File: src/rtl/tile_ring_inject_arb.sv
// Injection scheduler for one tile ring: three miss lanes plus writeback share one slot, credit-gated per direction.
// Latency: grant cycle N -> out_en in N+1. Backpressure: rdy only when the source wins and its direction has credit.
module tile_ring_inject_arb #(
    parameter int TILE_X    = 0,
    parameter int TILE_Y    = 0,
    parameter int IDX       = 0,
    parameter int CREDITS   = 8,
    parameter int WB_STARVE = 4
) (
    input  logic             clk,
    input  logic             rst,
    input  logic [2:0]       miss_vld,
    input  logic [2:0][38:0] miss_addr,
    input  logic [2:0][37:0] miss_phy,
    output logic [2:0]       miss_rdy,
    input  logic             wb_vld,
    input  logic [36:0]      wb_addr,
    input  logic [527:0]     wb_data,
    input  logic [37:0]      wb_size,
    output logic             wb_rdy,
    output logic             out_en,
    output logic             out_wb,
    output logic [38:0]      out_addr,
    output logic [527:0]     out_datum,
    output logic [37:0]      out_size,
    output logic             out_fwd,
    input  logic             cred_ret_fwd,
    input  logic             cred_ret_back,
    input  logic             drain_req,
    output logic             drain_ack,
    output logic             credit_err
);

    localparam logic [1:0] ST_RUN   = 2'd0;
    localparam logic [1:0] ST_DRAIN = 2'd1;
    localparam logic [1:0] ST_HALT  = 2'd2;

    localparam logic [3:0] CRED_MAX   = 4'(CREDITS);
    localparam logic [3:0] STARVE_MAX = 4'(WB_STARVE);
    localparam logic [1:0] TILE_C     = (IDX < 2) ? 2'(TILE_X) : 2'(TILE_Y);

    logic [1:0] state;
    logic [3:0] cred_fwd;
    logic [3:0] cred_back;
    logic [3:0] starve_cnt;
    logic [1:0] rr;

    logic [2:0] lane_fwd;
    logic [2:0] lane_elig;
    logic       fwd_ok;
    logic       back_ok;
    logic       wb_fwd;
    logic       wb_elig;
    logic       wb_force;
    logic       wb_grant;
    logic       any_miss;
    logic       miss_take;
    logic [1:0] miss_sel;
    logic [1:0] cand;
    logic       found;
    logic       grant_any;
    logic       grant_fwd;
    logic       dec_fwd;
    logic       dec_back;

    // Local destinations (coord == tile) travel on the back direction.
    function automatic logic is_fwd(input logic [3:0] a);
        logic [1:0] c;
        c = (IDX < 2) ? a[1:0] : a[3:2];
        return c > TILE_C;
    endfunction

    function automatic logic [1:0] next_lane(input logic [1:0] l);
        return (l == 2'd2) ? 2'd0 : l + 2'd1;
    endfunction

    function automatic logic [3:0] cred_next(input logic [3:0] cur, input logic dec, input logic inc);
        logic [3:0] n;
        n = cur;
        if (dec && !inc)
            n = cur - 4'd1;
        else if (inc && !dec && cur != CRED_MAX)
            n = cur + 4'd1;
        return n;
    endfunction

    assign fwd_ok  = (cred_fwd != 4'd0);
    assign back_ok = (cred_back != 4'd0);

    always_comb begin
        for (int i = 0; i < 3; i++) begin
            lane_fwd[i]  = is_fwd(miss_addr[i][3:0]);
            lane_elig[i] = (state == ST_RUN) && miss_vld[i] && (lane_fwd[i] ? fwd_ok : back_ok);
        end
    end

    always_comb begin
        miss_sel = rr;
        found    = 1'b0;
        cand     = rr;
        for (int k = 0; k < 3; k++) begin
            if (!found && lane_elig[cand]) begin
                miss_sel = cand;
                found    = 1'b1;
            end
            cand = next_lane(cand);
        end
    end

    assign any_miss  = |lane_elig;
    assign wb_fwd    = is_fwd(wb_addr[3:0]);
    assign wb_elig   = (state != ST_HALT) && wb_vld && (wb_fwd ? fwd_ok : back_ok);
    assign wb_force  = wb_elig && (starve_cnt == STARVE_MAX);
    assign wb_grant  = wb_elig && (wb_force || !any_miss);
    assign miss_take = any_miss && !wb_grant;
    assign grant_any = wb_grant || miss_take;
    assign grant_fwd = wb_grant ? wb_fwd : lane_fwd[miss_sel];
    assign dec_fwd   = grant_any && grant_fwd;
    assign dec_back  = grant_any && !grant_fwd;

    always_comb begin
        miss_rdy = 3'b000;
        if (!rst && miss_take)
            miss_rdy[miss_sel] = 1'b1;
    end

    assign wb_rdy    = !rst && wb_grant;
    assign drain_ack = (state == ST_HALT);

    always_ff @(posedge clk or posedge rst) begin
        if (rst) begin
            out_en    <= 1'b0;
            out_wb    <= 1'b0;
            out_fwd   <= 1'b0;
            out_addr  <= '0;
            out_datum <= '0;
            out_size  <= '0;
        end else begin
            out_en <= grant_any;
            if (grant_any) begin
                out_wb  <= wb_grant;
                out_fwd <= grant_fwd;
                if (wb_grant) begin
                    out_addr  <= {2'b00, wb_addr};
                    out_datum <= wb_data;
                    out_size  <= wb_size;
                end else begin
                    out_addr  <= miss_addr[miss_sel];
                    out_datum <= '0;
                    out_size  <= miss_phy[miss_sel];
                end
            end
        end
    end

    // A return landing on a full counter means the ring over-returned; it is dropped and flagged.
    always_ff @(posedge clk or posedge rst) begin
        if (rst) begin
            cred_fwd   <= CRED_MAX;
            cred_back  <= CRED_MAX;
            credit_err <= 1'b0;
        end else begin
            cred_fwd  <= cred_next(cred_fwd, dec_fwd, cred_ret_fwd);
            cred_back <= cred_next(cred_back, dec_back, cred_ret_back);
            if ((cred_ret_fwd && !dec_fwd && cred_fwd == CRED_MAX) ||
                (cred_ret_back && !dec_back && cred_back == CRED_MAX))
                credit_err <= 1'b1;
        end
    end

    always_ff @(posedge clk or posedge rst) begin
        if (rst) begin
            starve_cnt <= 4'd0;
            rr         <= 2'd0;
        end else begin
            if (!wb_vld || wb_grant)
                starve_cnt <= 4'd0;
            else if (wb_elig && starve_cnt != STARVE_MAX)
                starve_cnt <= starve_cnt + 4'd1;
            if (miss_take)
                rr <= next_lane(miss_sel);
        end
    end

    // HALT only once nothing is in flight: no wb pending, no beat leaving, all credits home.
    always_ff @(posedge clk or posedge rst) begin
        if (rst) begin
            state <= ST_RUN;
        end else begin
            case (state)
                ST_RUN: begin
                    if (drain_req)
                        state <= ST_DRAIN;
                end
                ST_DRAIN: begin
                    if (!drain_req)
                        state <= ST_RUN;
                    else if (!wb_vld && cred_fwd == CRED_MAX && cred_back == CRED_MAX && !out_en)
                        state <= ST_HALT;
                end
                ST_HALT: begin
                    if (!drain_req)
                        state <= ST_RUN;
                end
                default: state <= ST_RUN;
            endcase
        end
    end

endmodule

File: config.mk
export PLATFORM = sky130hd
export DESIGN_NAME = tile_ring_inject_arb
export DESIGN_NICKNAME = d
export VERILOG_FILES = /design/src/rtl/tile_ring_inject_arb.sv
export SDC_FILE = /design/constraint.sdc
export NUM_CORES = 1
export LEC_CHECK = 0
export CORE_AREA = 2 2 573 575
export CTS_BUF_LIST = sky130_fd_sc_hd__clkbuf_4
export DETAILED_ROUTE_END_ITERATION = 8
export DIE_AREA = 0 0 575 577
export HOLD_SLACK_MARGIN = 0.06
export PLACE_DENSITY = 0.3
export REMOVE_ABC_BUFFERS = 1
export SYNTH_ARGS = -nofsm -noshare
export SYNTH_HDL_FRONTEND = slang
export SYNTH_SLANG_ARGS = --single-unit
export TNS_END_PERCENT = 20
File: constraint.sdc
create_clock -name clk -period 27.5 [get_ports clk]
set_input_delay 4.125 -clock clk [delete_from_list [all_inputs] [get_ports clk]]
set_output_delay 4.125 -clock clk [all_outputs]
set_load 0.005 [all_outputs]
==> flow_summary.ini <==
[timing]
max_slew_margin_pct = 23.22
fmax_mhz = 88.35
setup-violations-final = 0
fin_setup_tns_ns = 0
tightest_slew_ns = 1.152
hold_viol = 0
clock-skew-final_ns = 0.1403
rsz0062_at_grt = no
setup_slack_ns = 16.18
fin_crit_sh_pct = 41.16
drv_slew = 0
fin_crit_ns = 11.32
holdWs_ns = 0.4627

[synthesis]
postSynthCellCount = 1849
netlist_area_um2 = 24160
ys_types = 54
yosys_warnings = 0
synth_enable_flop_cells = 0
synth-seq-cells = 625
avgSynthCellArea_um2 = 13.07
ys_seq_area_share_pct = 64.75
synthFlopType = dfrtp_1
async_flop_share_pct = 100.0

[die]
core_area_um2 = 325800
rows = 210
die_h_um = 577
initial_core_util_pct = 7.415
pin_count = 1457
dieArea_um2 = 331800
die_w_um = 575

[critical_path]
worstSetupStartpointType = input port
crit_slowest_cell = o21ai_1
cp.buffers_inverters = 3
cp_max_fo = 9
endpoint_kind = output port
critical_path_class = input port to output port
crit_family = buffers and inverters
crit_chain = clkdlybuf4s50_1 -> or2_1 -> mux2i_1 -> nand3_1 -> nand2_1 -> o21ai_1 -> inv_1 -> and3_1 -> clkdlybuf4s50_1
cp.arrival_ns = 7.19
worstPathRequired_ns = 23.37
crit_top_cell = clkdlybuf4s50_1
critPathMaxStageDelay_ns = 0.65

[detailed_routing]
drc = 17
drt_iter0_drc = 1707
vias_per_cell = 3.156
drtPass1Iterations = 9
wl_per_cell_um = 29.42
antenna_left = 0
vias = 25060
routed_wl_um = 233600

[cells_and_area]
finish.utilization_pct = 14.31
nets = 4241
fillers = 36700
syn2layout_area_growth_pct = 92.96
drive_gt1_share_pct = 11.18

[cts]
insertion_delay_ns = 1.27
cts_hold_buf = 0
clock_path_buffers = 4
cts_tree = yes
cts_resized = 0
postCtsSetupBuffers = 0
h-tree-depth = 4
cts_root_buf = clkbuf_4
numCtsBuffers = 221
clk_pin_slew_worst_paths_ns = 0.06
clock-sinks = 625

[place]
globalplace.congestion = 0.8922
place.port_buffers = 1456
place_ws_ns = 16.15
hpwl_um = 192700

[grt]
grt_pass1_wl_um = 293500
grt_pass1_vias = 25710
antenna_found_initial = 251
grtUsageTotal_pct = 13.59
grt_start_max_net_pins = 153
grt_overflow = 0

[power]
p_total_mw = 3.884
p_per_area_nw_per_um2 = 83.30
p_leak_nw = 18.86
peakVddDrop_uv = 33.27

[min_path]
hp-class = flip-flop to flip-flop

[outcome]
violations = DRC
outcome = complete, but fails checks

[flow_run]
cap_violations = 0
## worst min-delay path: cells and delay by family, from the launching register on
family	cells	cell delay, ns
flops	1	0.34
simple gates	2	0.10
## per-layer routing
layer / global-route usage [%] / part of all wire [%]
met5: 0 / 0.34
met4: 2.859 / 2.6
met3: 9.563 / 16
met2: 22.39 / 46
met1: 14.02 / 35
## registers in the layout, summed over array words and instances, names as in the netlist, 2 cells and up
register	cells
cred_back	4
cred_fwd	4
starve_cnt	4
rr	2
out_size	38
state	2
out_datum	528
out_addr	39
## placed cells by master, fill, tap and decap left out, types with 3 or more instances in the layout
cell type,netlist,layout
dfrtp_1,623,623
xnor2_1,3,3
o22ai_1,5,5
clkinvlp_4,0,5
o211ai_1,73,73
buf_4,0,37
a22o_1,528,528
diode_2,0,60
a21oi_1,3,3
nor4b_1,3,3
clkdlybuf4s50_1,0,1456
inv_1,14,12
clkinv_1,0,33
a222oi_1,77,77
nand2b_1,6,6
nor2b_1,5,5
ha_1,6,6
xor2_1,3,3
nor2_1,16,16
nand2_1,239,239
o21ai_0,8,8
mux2i_1,6,6
and3_1,6,5
nand3_1,4,4
clkinv_2,0,3
clkbuf_4,0,322
a21boi_0,3,3
## per-stage QoR
step                      cell area (um^2)  std cells
after floorplan                      23460       1672
after global placement               43840       7513
after detailed placement             43840       7513
after CTS                            46470       7880
after global routing                 46490       7890
final                                46620       7940
## cells by family (layout without fill, tap and decap cells)
logic type	count (synthesis)	after routing	synth area share [%]
AO/OA/AOI/OAI	716	716	25.86
XOR/XNOR	6	6	0.2176
adder cells (fa/ha/maj)	8	8	0.4765
buffers and inverters	191	1876	3.128
flip-flops	625	625	64.75
multiplexers	9	9	0.4039
other	0	60	0
AND/OR/NAND/NOR	294	294	5.163
## synth_stat cells, types with 2 or more instances
cell	count	area share [%]
ha_1	6	0.31
dfstp_2	2	0.22
mux2_2	2	0.093
nand2b_1	6	0.16
a222oi_1	77	3.2
fa_1	2	0.17
buf_2	31	0.64
nor4b_1	3	0.11
or2_1	2	0.052
inv_1	14	0.22
a22oi_1	2	0.062
o211ai_1	73	2.3
nand2_1	239	3.7
xnor2_1	3	0.11
a211o_1	2	0.073
buf_1	11	0.17
a21boi_0	3	0.093
and2_1	2	0.052
a21o_1	2	0.062
xor2_1	3	0.11
or2_2	2	0.052
mux2i_1	6	0.25
o21ai_0	8	0.17
o22ai_1	5	0.13
a22o_1	528	19
nor2_1	16	0.25
nor2b_1	5	0.13
a21oi_1	3	0.062
nand3_1	4	0.083
and3_1	6	0.16
o21ai_1	2	0.041
dfrtp_1	623	65
clkbuf_1	135	2.1
## report_power, final
group / internal (mW) / switching [mW]
Combinational: 0.717 / 0.821
Clock: 0.527 / 0.533
Sequential: 1.14 / 0.147
Total: 2.38 / 1.50
## layout make-up
type | instances | area [um^2] | share of cell area, %
clock buffer | 322 | 2417 | 5.185
multi-input combinational | 1033 | 7807 | 16.75
tap | 4346 | 5438 | 11.66
sequential | 625 | 15640 | 33.55
inverter | 14 | 62.56 | 0.1342
timing repair buffer | 1495 | 14890 | 31.94
clock inverter | 45 | 209.0 | 0.4482
antenna | 60 | 150.1 | 0.3221
## final timing paths
check / from / end / slack, ns / depth (start not counted)
max in group asynchronous: rst / out_datum[191] / 19.95 / 7
worst min register to register: out_size[32] / out_size[32] / 0.46 / 2
worst max register to register: cred_fwd[1] / out_datum[149] / 22.33 / 10
min in group asynchronous: rst / out_addr[13] / 3.43 / 2
worst min-delay path: out_size[32] / out_size[32] / 0.46 / 2
worst max-delay path: miss_addr[39] / miss_rdy[2] / 16.18 / 9
(Power assumes the default switching activity.)
==> patch (same flow settings) <==
Put one more register stage on the output `credit_err`, cleared by the reset. The value now appears one clock later. The other outputs are not delayed to match.
--- a/src/rtl/tile_ring_inject_arb.sv
+++ b/src/rtl/tile_ring_inject_arb.sv
@@ -39,6 +39,8 @@
     localparam logic [3:0] STARVE_MAX = 4'(WB_STARVE);
     localparam logic [1:0] TILE_C     = (IDX < 2) ? 2'(TILE_X) : 2'(TILE_Y);
 
+    logic credit_err_s0;
+
     logic [1:0] state;
     logic [3:0] cred_fwd;
     logic [3:0] cred_back;
@@ -158,13 +160,13 @@
         if (rst) begin
             cred_fwd   <= CRED_MAX;
             cred_back  <= CRED_MAX;
-            credit_err <= 1'b0;
+            credit_err_s0 <= 1'b0;
         end else begin
             cred_fwd  <= cred_next(cred_fwd, dec_fwd, cred_ret_fwd);
             cred_back <= cred_next(cred_back, dec_back, cred_ret_back);
             if ((cred_ret_fwd && !dec_fwd && cred_fwd == CRED_MAX) ||
                 (cred_ret_back && !dec_back && cred_back == CRED_MAX))
-                credit_err <= 1'b1;
+                credit_err_s0 <= 1'b1;
         end
     end
 
@@ -207,5 +209,13 @@
         end
     end
 
+    always_ff @(posedge clk or posedge rst) begin
+        if (rst) begin
+            credit_err <= '0;
+        end else begin
+            credit_err <= credit_err_s0;
+        end
+    end
+
 endmodule
 
Formal check against the unedited RTL: not equivalent (Yosys sat finds a counterexample within 4 cycles, from zero or initial values and one cycle with rst high).
==> patch against the unedited design <==
Total power down 1.7%. Utilization hardly changed. Worst hold slack lost 0.074 ns. Clock skew fell by 0.024 ns. Global-route usage is 0.43 points lower. Worst setup slack improved by 0.11 ns. Area after synthesis up 0.10%. Sequential power is essentially flat. Wire length down 3.1%. Cell area is 0.15% lower. Sequential cell count grew 1. Critical endpoint unchanged. Highest routed layer unchanged.
==> patch: results (changes against the unedited design) <==
Parameter                              Value

Route
  Router iterations before antenna repair ... 8 (-1)
  Metal3 WL ... 31,900 um (-13%)
  Iteration-0 DRC Markers ... 1,650 (-3.3%)
  Met1 Wirelength ... 84,000 um (+1.7%)
  Via count ... 24,800 (-0.95%)
  Total detailed-routing wirelength ... 226,000 um (-3.1%)
  Per-cell routed wire length ... 28.5 um (-3.0%)

Setup path
  Register-to-register path setup slack ... 21.76 ns (-0.57 ns)
  Maximum cell stage delay along the critical path ... 0.58 ns (-0.07 ns)

Layout
  Fill cell total of the finished layout ... 36,700 (+0.022%)
  Number of signal-net buffers in the layout ... 1,489 (-0.40%)
  Number of sequential storage elements ... 626 (+0.16%)
  Share of cells above drive strength 1 ... 10.5% (-0.66 points)
  Post-layout nets ... 4,229 (-0.28%)
  Clock-cell share of area ... 5.63% (-0.0076 points)
  Final instance area ... 46,500 sq um (-0.15%)
  Count of inserted antenna diode cells ... 48 (-20%)

Min path
  Worst hold path endpoint ... credit_err$_DFF_PP0_
  Hold-critical path depth ... 0 (-2)

GRT
  GR Util met3 ... 7.74% (-1.8 points)
  M1 GR Usage ... 14.6% (+0.59 points)
  Antenna violations before repair ... 227 (-9.6%)
  Vias in the first global route ... 25,800 (+0.48%)
  Grt met2 use ... 21.4% (-0.99 points)
  Global-route wire length before repair ... 287,000 um (-2.4%)

Power and ir drop
  Largest vdd supply drop ... 0.0442 mV (+33%)
  Part of the power in the clock network ... 27.1% (-0.2 points)
  Lkg Pwr ... 18.8 nW (-0.24%)

CTS
  Later-pin clock latency in the skew report ... 1.22 ns (-0.05 ns)

Synthesis
  Portion of the post-synthesis area used by sequential elements ... 64.8% (about the same)

Place
  Post-Place Cell Area ... 43,800 sq um (about the same)
  Global placement routability congestion ... 0.850 (-4.7%)
  Placed cell count ... 7,508 (-0.067%)

Timing
  Largest clock skew in the final design ... 0.116 ns (-0.0244 ns)

Status
  Run status ... finished, final reports clean
patch: cells by family (layout without fill, tap and decap cells):
logic type               Yosys count  in the layout  share of synthesized area [%]
AO/OA/AOI/OAI                    716            716                           25.8
flip-flops                       626            626                           64.8
other                              0             48                              0
buffers and inverters            191           1879                           3.12
AND/OR/NAND/NOR                  294            294                           5.16
XOR/XNOR                           6              6                          0.217
multiplexers                       9              9                          0.404
adder cells (fa/ha/maj)            8              8                          0.476
patch: worst max path at each step:
stage	slack, ns	from	cells after the start	endpoint
6_report	16.29	miss_addr[78]	8	miss_rdy[2]
5_1_grt	16.18	miss_addr[39]	9	miss_rdy[1]
4_1_cts	16.29	miss_addr[78]	8	miss_rdy[2]
3_5_place_dp	16.30	miss_addr[78]	8	miss_rdy[2]
3_3_place_gp	16.34	miss_addr[78]	8	miss_rdy[2]
2_1_floorplan	-25.75	wb_addr[1]	5	out_en$_DFF_PP0_
